### src/rtl/knn_ctrl.sv
// Sequencer for one KNN classification: calc launch, sort hand-off, K-cycle vote, argmax select.
// Optional watchdog on the CALC/SORT_WAIT waits is enabled by defining KNN_CTRL_TIMEOUT_EN.
module knn_ctrl #(
    parameter int L           = 5,
    parameter int TYPE_W      = 3,
    parameter int K           = 5,
    parameter int TIMEOUT_CYC = 1024
) (
    input  logic                       clk,
    input  logic                       rst,
    input  logic                       start,
    output logic                       ready,
    output logic                       calc_start,
    input  logic                       calc_done,
    output logic                       done_calc,
    input  logic                       valid_sort,
    input  logic [TYPE_W*(1<<L)-1:0]   type_array_sorted,
    output logic [TYPE_W-1:0]          class_out,
    output logic                       class_valid,
    output logic                       error
);

    localparam int NT    = 1 << TYPE_W;
    localparam int CNT_W = $clog2(K + 1);
    localparam logic [L-1:0] IDX_LAST = L'(K - 1);

    if (K < 1 || K > (1 << L) || TIMEOUT_CYC < 2) begin : g_cfg_check
        $error("knn_ctrl: illegal parameter combination");
    end

    typedef enum logic [2:0] {
        S_IDLE,
        S_CALC,
        S_SORT_WAIT,
        S_VOTE,
        S_SELECT,
        S_DONE
    } state_t;

    state_t              state_q, state_d;
    logic [L-1:0]        idx_q, idx_d;
    logic [CNT_W-1:0]    cnt_q [NT];
    logic [CNT_W-1:0]    cnt_d [NT];
    logic                calc_start_q, calc_start_d;
    logic                done_calc_q, done_calc_d;
    logic [TYPE_W-1:0]   class_out_q, class_out_d;
    logic                class_valid_q, class_valid_d;
    logic [TYPE_W-1:0]   entry;
    logic [TYPE_W-1:0]   best_lbl;
    logic [CNT_W-1:0]    best_cnt;

`ifdef KNN_CTRL_TIMEOUT_EN
    localparam int WD_W = $clog2(TIMEOUT_CYC);
    localparam logic [WD_W-1:0] WD_LAST = WD_W'(TIMEOUT_CYC - 1);
    logic [WD_W-1:0]     wdog_q, wdog_d;
    logic                error_q, error_d;
`endif

    assign entry = type_array_sorted[idx_q*TYPE_W +: TYPE_W];

    // Strict '>' keeps the lowest label on ties and yields 0 when nothing was counted.
    always_comb begin
        best_lbl = '0;
        best_cnt = '0;
        for (int t = 1; t < NT; t++) begin
            if (cnt_q[t] > best_cnt) begin
                best_cnt = cnt_q[t];
                best_lbl = TYPE_W'(t);
            end
        end
    end

    always_comb begin
        state_d       = state_q;
        idx_d         = idx_q;
        cnt_d         = cnt_q;
        calc_start_d  = 1'b0;
        done_calc_d   = 1'b0;
        class_valid_d = 1'b0;
        class_out_d   = class_out_q;
`ifdef KNN_CTRL_TIMEOUT_EN
        wdog_d        = '0;
        error_d       = 1'b0;
`endif
        case (state_q)
            S_IDLE: begin
                if (start) begin
                    state_d      = S_CALC;
                    calc_start_d = 1'b1;
                end
            end
            S_CALC: begin
                if (calc_done) begin
                    state_d     = S_SORT_WAIT;
                    done_calc_d = 1'b1;
                end
`ifdef KNN_CTRL_TIMEOUT_EN
                else if (wdog_q == WD_LAST) begin
                    state_d = S_IDLE;
                    error_d = 1'b1;
                end else begin
                    wdog_d = wdog_q + 1'b1;
                end
`endif
            end
            S_SORT_WAIT: begin
                if (valid_sort) begin
                    state_d = S_VOTE;
                    idx_d   = '0;
                    for (int t = 0; t < NT; t++) cnt_d[t] = '0;
                end
`ifdef KNN_CTRL_TIMEOUT_EN
                else if (wdog_q == WD_LAST) begin
                    state_d = S_IDLE;
                    error_d = 1'b1;
                end else begin
                    wdog_d = wdog_q + 1'b1;
                end
`endif
            end
            S_VOTE: begin
                // Label 0 marks padding entries and never takes a vote.
                if (entry != '0) cnt_d[entry] = cnt_q[entry] + 1'b1;
                idx_d = idx_q + 1'b1;
                if (idx_q == IDX_LAST) state_d = S_SELECT;
            end
            S_SELECT: begin
                class_out_d   = best_lbl;
                class_valid_d = 1'b1;
                state_d       = S_DONE;
            end
            S_DONE: begin
                state_d = S_IDLE;
            end
            default: begin
                state_d = S_IDLE;
            end
        endcase
    end

    always_ff @(posedge clk or negedge rst) begin
        if (!rst) begin
            state_q       <= S_IDLE;
            idx_q         <= '0;
            for (int t = 0; t < NT; t++) cnt_q[t] <= '0;
            calc_start_q  <= 1'b0;
            done_calc_q   <= 1'b0;
            class_out_q   <= '0;
            class_valid_q <= 1'b0;
        end else begin
            state_q       <= state_d;
            idx_q         <= idx_d;
            cnt_q         <= cnt_d;
            calc_start_q  <= calc_start_d;
            done_calc_q   <= done_calc_d;
            class_out_q   <= class_out_d;
            class_valid_q <= class_valid_d;
        end
    end

`ifdef KNN_CTRL_TIMEOUT_EN
    always_ff @(posedge clk or negedge rst) begin
        if (!rst) begin
            wdog_q  <= '0;
            error_q <= 1'b0;
        end else begin
            wdog_q  <= wdog_d;
            error_q <= error_d;
        end
    end

    assign error = error_q;
`else
    assign error = 1'b0;
`endif

    assign ready       = (state_q == S_IDLE);
    assign calc_start  = calc_start_q;
    assign done_calc   = done_calc_q;
    assign class_out   = class_out_q;
    assign class_valid = class_valid_q;

endmodule

### config.mk
export PLATFORM = sky130hd
export DESIGN_NAME = knn_ctrl
export DESIGN_NICKNAME = d
export VERILOG_FILES = /design/src/rtl/knn_ctrl.sv
export SDC_FILE = /design/constraint.sdc
export NUM_CORES = 1
export LEC_CHECK = 0
export CAP_MARGIN = 0
export CORE_MARGIN = 2
export CORE_UTILIZATION = 25
export CTS_CLUSTER_SIZE = 28
export DETAILED_ROUTE_END_ITERATION = 8
export PLACE_DENSITY = 0.54
export SETUP_SLACK_MARGIN = 0.2
export SLEW_MARGIN = 20
export SYNTH_ARGS = -nofsm -noshare
export SYNTH_HDL_FRONTEND = slang
export SYNTH_SLANG_ARGS = --single-unit
### constraint.sdc
create_clock -name clk -period 9.5 [get_ports clk]
set_clock_uncertainty 0.15 [all_clocks]
set_input_delay 1.9 -clock clk [delete_from_list [all_inputs] [get_ports clk]]
set_output_delay 1.9 -clock clk [all_outputs]
set_load 0.02 [all_outputs]
==> impl_results.md, run 1 <==
- # IOs: 109
- Element type at the critical path end: register
- Ys Warns: 0
- Vias in the first global route: 3157
- Critical Path Most Common Cell: ha_1
- Crit Path Max Fanout: 5
- CTS tree: done
- Final RePlAce weighted congestion: 0.799
- Core area: 13100 µm²
- Post-route minimum period: 7.75 ns
- Initial antenna violation count: 0
- Post-CTS Resized: 0
- # port buffers: 107
- Setup Viol. Count Final: 0
- Largest net degree at the start of global routing: 39
- P&R area growth vs syn: 41.9%
- Commonest cells after routing, fill and taps aside: clkdlybuf4s50_1 (106), dfrtp_1 (37), mux4_2 (30), nand2_1 (22), inv_1 (22)
- Post-synth EDFFs: 0
- Root Buffer: clkbuf_16
- Pins Over Slew Limit: 0
- Final Util: 36.0%
- Max Fclk: 0.129 GHz
- WL/cell: 15.8 µm
- Max incr delay on CP: 0.40 ns
- Final Hold Viols: 0
- Slowest stage cell, crit path: dfrtp_1
- Cell count after synthesis: 311
- Drt drc: 0
- Final period util: 81.5%
- Share of cells above drive strength 1: 15.9%
- Slew @ Worst Pin: 0.966 ns
- Antenna Cells: 0
- Via count: 2848
- Hold buffers post-CTS: 0
- Worst VDD drop: 0.000136 V
- WL met1: 3770 µm
- Die H: 119 µm
- DRT antenna net count: 0
- Synth Flop Type: dfrtp_1
- Sequential fraction of the synthesis area: 28.7%
- Area of the multi-input gates: 2170 µm²
- Leakage power: 1.77 nW
- H-tree Lvls: 2
- Highest metal used: met4
- Pre-antenna DRT Iters: 4
- Pwr/cell area: 341 nW/µm²
- Setup TNS: 0 ns
- Status: completed
- Row Count: 42
- Worst Path Required: 9.51 ns
- Detailed Route WL: 9220 µm
- Storage cell area: 952 µm²
- Worst setup SP type: register
- Post-synth ARST share: 100%
- Global route total overflow: 0
- Netlist cell types: 44
- Hold Path Class: register to register
- Seq cells post-synth: 38
- Reg clk slew, reported paths: 0.06 ns
- Initial drt markers: 192
- Fill count: 1305
- WL met3: 827 µm
- Nets: 530
- Detailed placement HPWL: 7560 µm
- First-pass GRT wire length: 15400 µm
- Total GRT Usage: 13.7%
- Clk sinks: 38
- CTS buffer count: 5
- DR WL met2: 4510 µm
- Arrival @ worst endpoint: 7.75 ns
- Max Cap Viol: 0
- Setup CP Type: register to register
- Syn_area_per_cell: 10.7 µm²
- Commonest non-fill, non-tap cell in the layout: clkdlybuf4s50_1
- Clock buffer depth: 2
- Setup bufs post-CTS: 0
- Rel. slew slack: 33.7%
- Synthesized cell area: 3320 µm²
- Syn nets: 433
- Vias per cell: 4.87
- Starting Density: 25.3%
- Unrepaired setup endpoints after global routing: false
- Die X-Extent: 119 µm
- Clock latency on the worst-skew pair: 0.28 ns
- Die Area: 14200 µm²
==> worst max-delay path, delay by kind of cell, from the launching register on <==
kind,cells,cell delay [ns]
compound gates,13,2.24
mux,5,1.48
flops,1,0.40
buf+inv,5,0.35
fa+ha+maj,6,1.69
simple gates,10,1.31
==> power by group <==
group          internal, mW  switching [mW]  leakage [nW]  total, mW
clock                 0.158          0.0682        0.0971      0.226
sequential            0.213          0.0842         0.512      0.297
combinational         0.507           0.576          1.16       1.08
total                 0.878           0.729          1.77       1.61
==> through the flow <==
stage / total power [mW] / instances / hold WS (ns) / setup WS, ns / instance area, µm²
after floorplan: 1.14 / 311 / 0.303 / 2.44 / 3320
after global placement: 1.37 / 577 / 0.325 / 2.06 / 4510
after detailed placement: 1.39 / 577 / 0.321 / 1.76 / 4510
after CTS: 1.62 / 585 / 0.340 / 1.72 / 4710
after global routing: 1.76 / 585 / 0.361 / 0.782 / 4710
final: 1.61 / 585 / 0.335 / 1.75 / 4710
==> cells by family (layout without fill, tap and decap cells) <==
family                     Yosys count  count (layout)  synth area share, %
AOI/OAI and AO/OA                   68              68                 14.4
xor gates and xnor gates             2               2                 1.09
adders and majority gates           21              21                 7.92
buffers and inverters               41             139                 5.81
DFF                                 38              38                 28.7
muxes                               55              55                 29.0
other                                1               1                0.113
and+or+nand+nor                     85              85                 13.0
==> sequential cells by signal, indices dropped and copies added, names as in the netlist <==
name	cells
calc_start	1
class_out	3
class_valid	1
cnt_q	24
done_calc	1
idx_q	5
state_q	3
==> final timing paths <==
kind,start,endpoint,slack [ns],depth (start not counted)
min,cnt_q[21],cnt_q[21],0.34,1
min reg2reg,cnt_q[21],cnt_q[21],0.34,1
max in group asynchronous,rst,idx_q[2],7.01,1
max,cnt_q[19],class_out[1],1.75,39
min in group asynchronous,rst,class_valid,1.58,1
max reg2reg,cnt_q[19],class_out[1],1.75,39
==> cell usage after synthesis, types with 6 or more instances <==
cell type / n / area (µm²)
nor2_1: 18 / 67.6
mux4_2: 30 / 676
nand2_1: 22 / 82.6
mux2i_1: 14 / 140
ha_1: 21 / 263
clkbuf_1: 8 / 30.0
and2_1: 6 / 37.5
dfrtp_1: 38 / 951
o31ai_2: 7 / 87.6
inv_1: 22 / 82.6
nor2b_1: 10 / 62.6
o21ai_1: 8 / 40.0
o21ai_0: 19 / 95.1
a21oi_1: 9 / 45.0
nand3_1: 12 / 60.1
mux2_2: 9 / 101
==> routing by layer <==
| layer | global-route usage [%] | vias to the layer above |
|---|---|---|
| met5 | 0 | - |
| met4 | 4.17 | 0 |
| met3 | 3.69 | 9 |
| met2 | 24.2 | 133 |
| met1 | 16.1 | 1342 |
| li1 | - | 1364 |
==> area by class of cell <==
cell class	instances	area share, %
Clock inverter	2	1.28
Clock buffer	6	2.95
Inverter	22	1.75
Timing Repair Buffer	109	23.0
Tap cell	176	4.68
Multi-Input combinational cell	232	46.2
Sequential cell	38	20.2
(Power assumes the default switching activity.)
==> inputs of run 2 (changes only) <==
clock period = 7.3 ns   (was 9.5 ns; I/O delays follow)
==> impl_results.md, run 2 (synthesis results as in run 1) <==
- Cell family with most CP delay: compound AO/OA/AOI/OAI gates (unchanged)
- CP startpoint: cnt_q[16] (was cnt_q[19])
- Biggest regs: cnt_q x24, idx_q x5 (unchanged)
- Placed cell count: 587 (was 577)
- Status: completed (unchanged)
- Post-route minimum period: 7.10 ns (was 7.75 ns)
- Buffers and inverters on the worst path: 4 (was 5)
- Worst Path Required: 7.30 ns (was 9.51 ns)
- Final Cell Area: 5140 µm² (was 4710 µm²)
- Initial drt markers: 111 (was 192)
- Max Cap Viol: 0 (unchanged)
- Worst hold start: cnt_q[23] (was cnt_q[21])
- Setup Viol. Count Final: 0 (unchanged)
- Antenna Cells: 0 (unchanged)
- Vias per cell: 4.84 (was 4.87)
- Unrepaired setup endpoints after global routing: true (was false)
- Pwr/cell area: 540 nW/µm² (was 341 nW/µm²)
- Leakage power: 1.99 nW (was 1.77 nW)
- Starting Density: 25.3% (unchanged)
- Setup CP Type: register to register (unchanged)
- DP Area: 4580 µm² (was 4510 µm²)
- Hold Path Class: register to register (unchanged)
- Total GRT Usage: 14.4% (was 13.7%)
- Final Hold Viols: 0 (unchanged)
- Detailed placement HPWL: 7660 µm (was 7560 µm)
- Max reg flops: 24 (unchanged)
- Pins Over Slew Limit: 0 (unchanged)
- Clk sinks: 38 (unchanged)
- Reg clk slew, reported paths: 0.06 ns (about the same)
- Share of cells above drive strength 1: 27.9% (was 15.9%)
- Core area: 13100 µm² (unchanged)
- WL/cell: 16.6 µm (was 15.8 µm)
- Slowest stage cell, crit path: dfrtp_1 (unchanged)
- First-pass GRT wire length: 16200 µm (was 15400 µm)
- Detailed Route WL: 10200 µm (was 9220 µm)
- DRT antenna net count: 0 (unchanged)
- Max incr delay on CP: 0.42 ns (was 0.40 ns)
- Die H: 119 µm (unchanged)
- # IOs: 109 (unchanged)
- Rel. slew slack: 39.4% (was 33.7%)
- Global route total overflow: 0 (unchanged)
- Final RePlAce weighted congestion: 0.787 (was 0.799)
- Max Fclk: 0.141 GHz (was 0.129 GHz)
- Pre-antenna DRT Iters: 4 (unchanged)
- Slew @ Worst Pin: 0.909 ns (was 0.966 ns)
- Die X-Extent: 119 µm (unchanged)
- Die Area: 14200 µm² (unchanged)
- Commonest cells after routing, fill and taps aside: clkdlybuf4s50_1 (106), dfrtp_1 (37), buf_4 (31), mux4_2 (30), nand2_1 (22) (was clkdlybuf4s50_1 (106), dfrtp_1 (37), mux4_2 (30), nand2_1 (22), inv_1 (22))
- Arrival @ worst endpoint: 7.10 ns (was 7.75 ns)
- Crit Path Max Fanout: 4 (was 5)
- Element type at the critical path end: register (unchanged)
- Worst VDD drop: 0.000190 V (was 0.000136 V)
- Row Count: 42 (unchanged)
- CTS buffer count: 5 (unchanged)
- # port buffers: 107 (unchanged)
- CTS tree: done (unchanged)
- Nets: 559 (was 530)
- Clock buffer depth: 2 (unchanged)
- Vias in the first global route: 3323 (was 3157)
- Fill count: 1260 (was 1305)
- Reg-to-Reg Start: cnt_q[16] (was cnt_q[19])
- Hold buffers post-CTS: 0 (unchanged)
- H-tree Lvls: 2 (unchanged)
- Setup TNS: 0 ns (unchanged)
- Initial antenna violation count: 0 (unchanged)
- Clock latency on the worst-skew pair: 0.28 ns (about the same)
- Largest net degree at the start of global routing: 39 (unchanged)
- Drt drc: 0 (unchanged)
- Root Buffer: clkbuf_16 (unchanged)
- Via count: 2969 (was 2848)
- Non-Filler Instances: 614 (was 585)
- P&R area growth vs syn: 55.0% (was 41.9%)
- Final period util: 97.2% (was 81.5%)
- Worst setup SP type: register (unchanged)
- Largest Register: cnt_q (unchanged)
- Commonest non-fill, non-tap cell in the layout: clkdlybuf4s50_1 (unchanged)
[run 2: changes by cell type in the layout (fill, tap and decap cells not counted), sizes merged]
cell	previous run	this run
buf	3	32
[run 2: worst paths after layout]
kind	end	slack, ns	depth (start not counted)
max	class_out[1]	0.20	38
min	cnt_q[23]	0.34	1
max reg2reg	class_out[1]	0.20	38
min reg2reg	cnt_q[23]	0.34	1
max in group asynchronous	idx_q[2]	5.22	1
min in group asynchronous	class_valid	1.16	1
[run 2: layout make-up]
cell class | count | area, µm² | share of cell area, %
Clock inverter | 2 | 60.1 | 1.17
Multi-Input combinational cell | 232 | 2390 | 46.4
Clock buffer | 6 | 139 | 2.70
Tap cell | 176 | 220 | 4.28
Sequential cell | 38 | 952 | 18.5
Inverter | 22 | 82.6 | 1.61
Timing Repair Buffer | 138 | 1300 | 25.3
[run 2: power breakdown]
part / internal (mW) / leakage (nW) / switching [mW]
logic: 1.08 / 1.38 / 1.02
clock network: 0.205 / 0.0971 / 0.0890
registers: 0.277 / 0.512 / 0.104
total: 1.56 / 1.99 / 1.21
[run 2: timing repair]
| action | CTS | global route |
|---|---|---|
| setup endpoints to repair | 3 | 3 |
| endpoints found under the hold margin | 0 | 0 |
| pin swaps | 9 | 16 |
| resized for setup | 22 | 21 |
| buffers inserted | 11 | 8 |
[run 2: metrics by stage]
step | total power [mW] | worst slack, ns | util (%) | hold slack, ns
floorplan | 1.49 | 0.240 | - | 0.303
global placement | 1.92 | 0.0821 | 35.0 | 0.328
detailed placement | 1.95 | -0.322 | 35.0 | 0.322
CTS | 2.54 | 0.209 | 38.2 | 0.342
global route | 2.97 | -0.125 | 39.3 | 0.372
finish | 2.78 | 0.204 | 39.3 | 0.338
[run 2: metal layers]
layer  global-route usage, %  part of all wire, %  vias up  wire length, µm
li1                        -                    -     1417                -
met1                    16.0                   40     1427             4090
met2                    26.9                   52      117             5290
met3                    3.78                  6.9        8              704
met4                    3.79                 0.78        0               79
met5                       0                    0        -                0
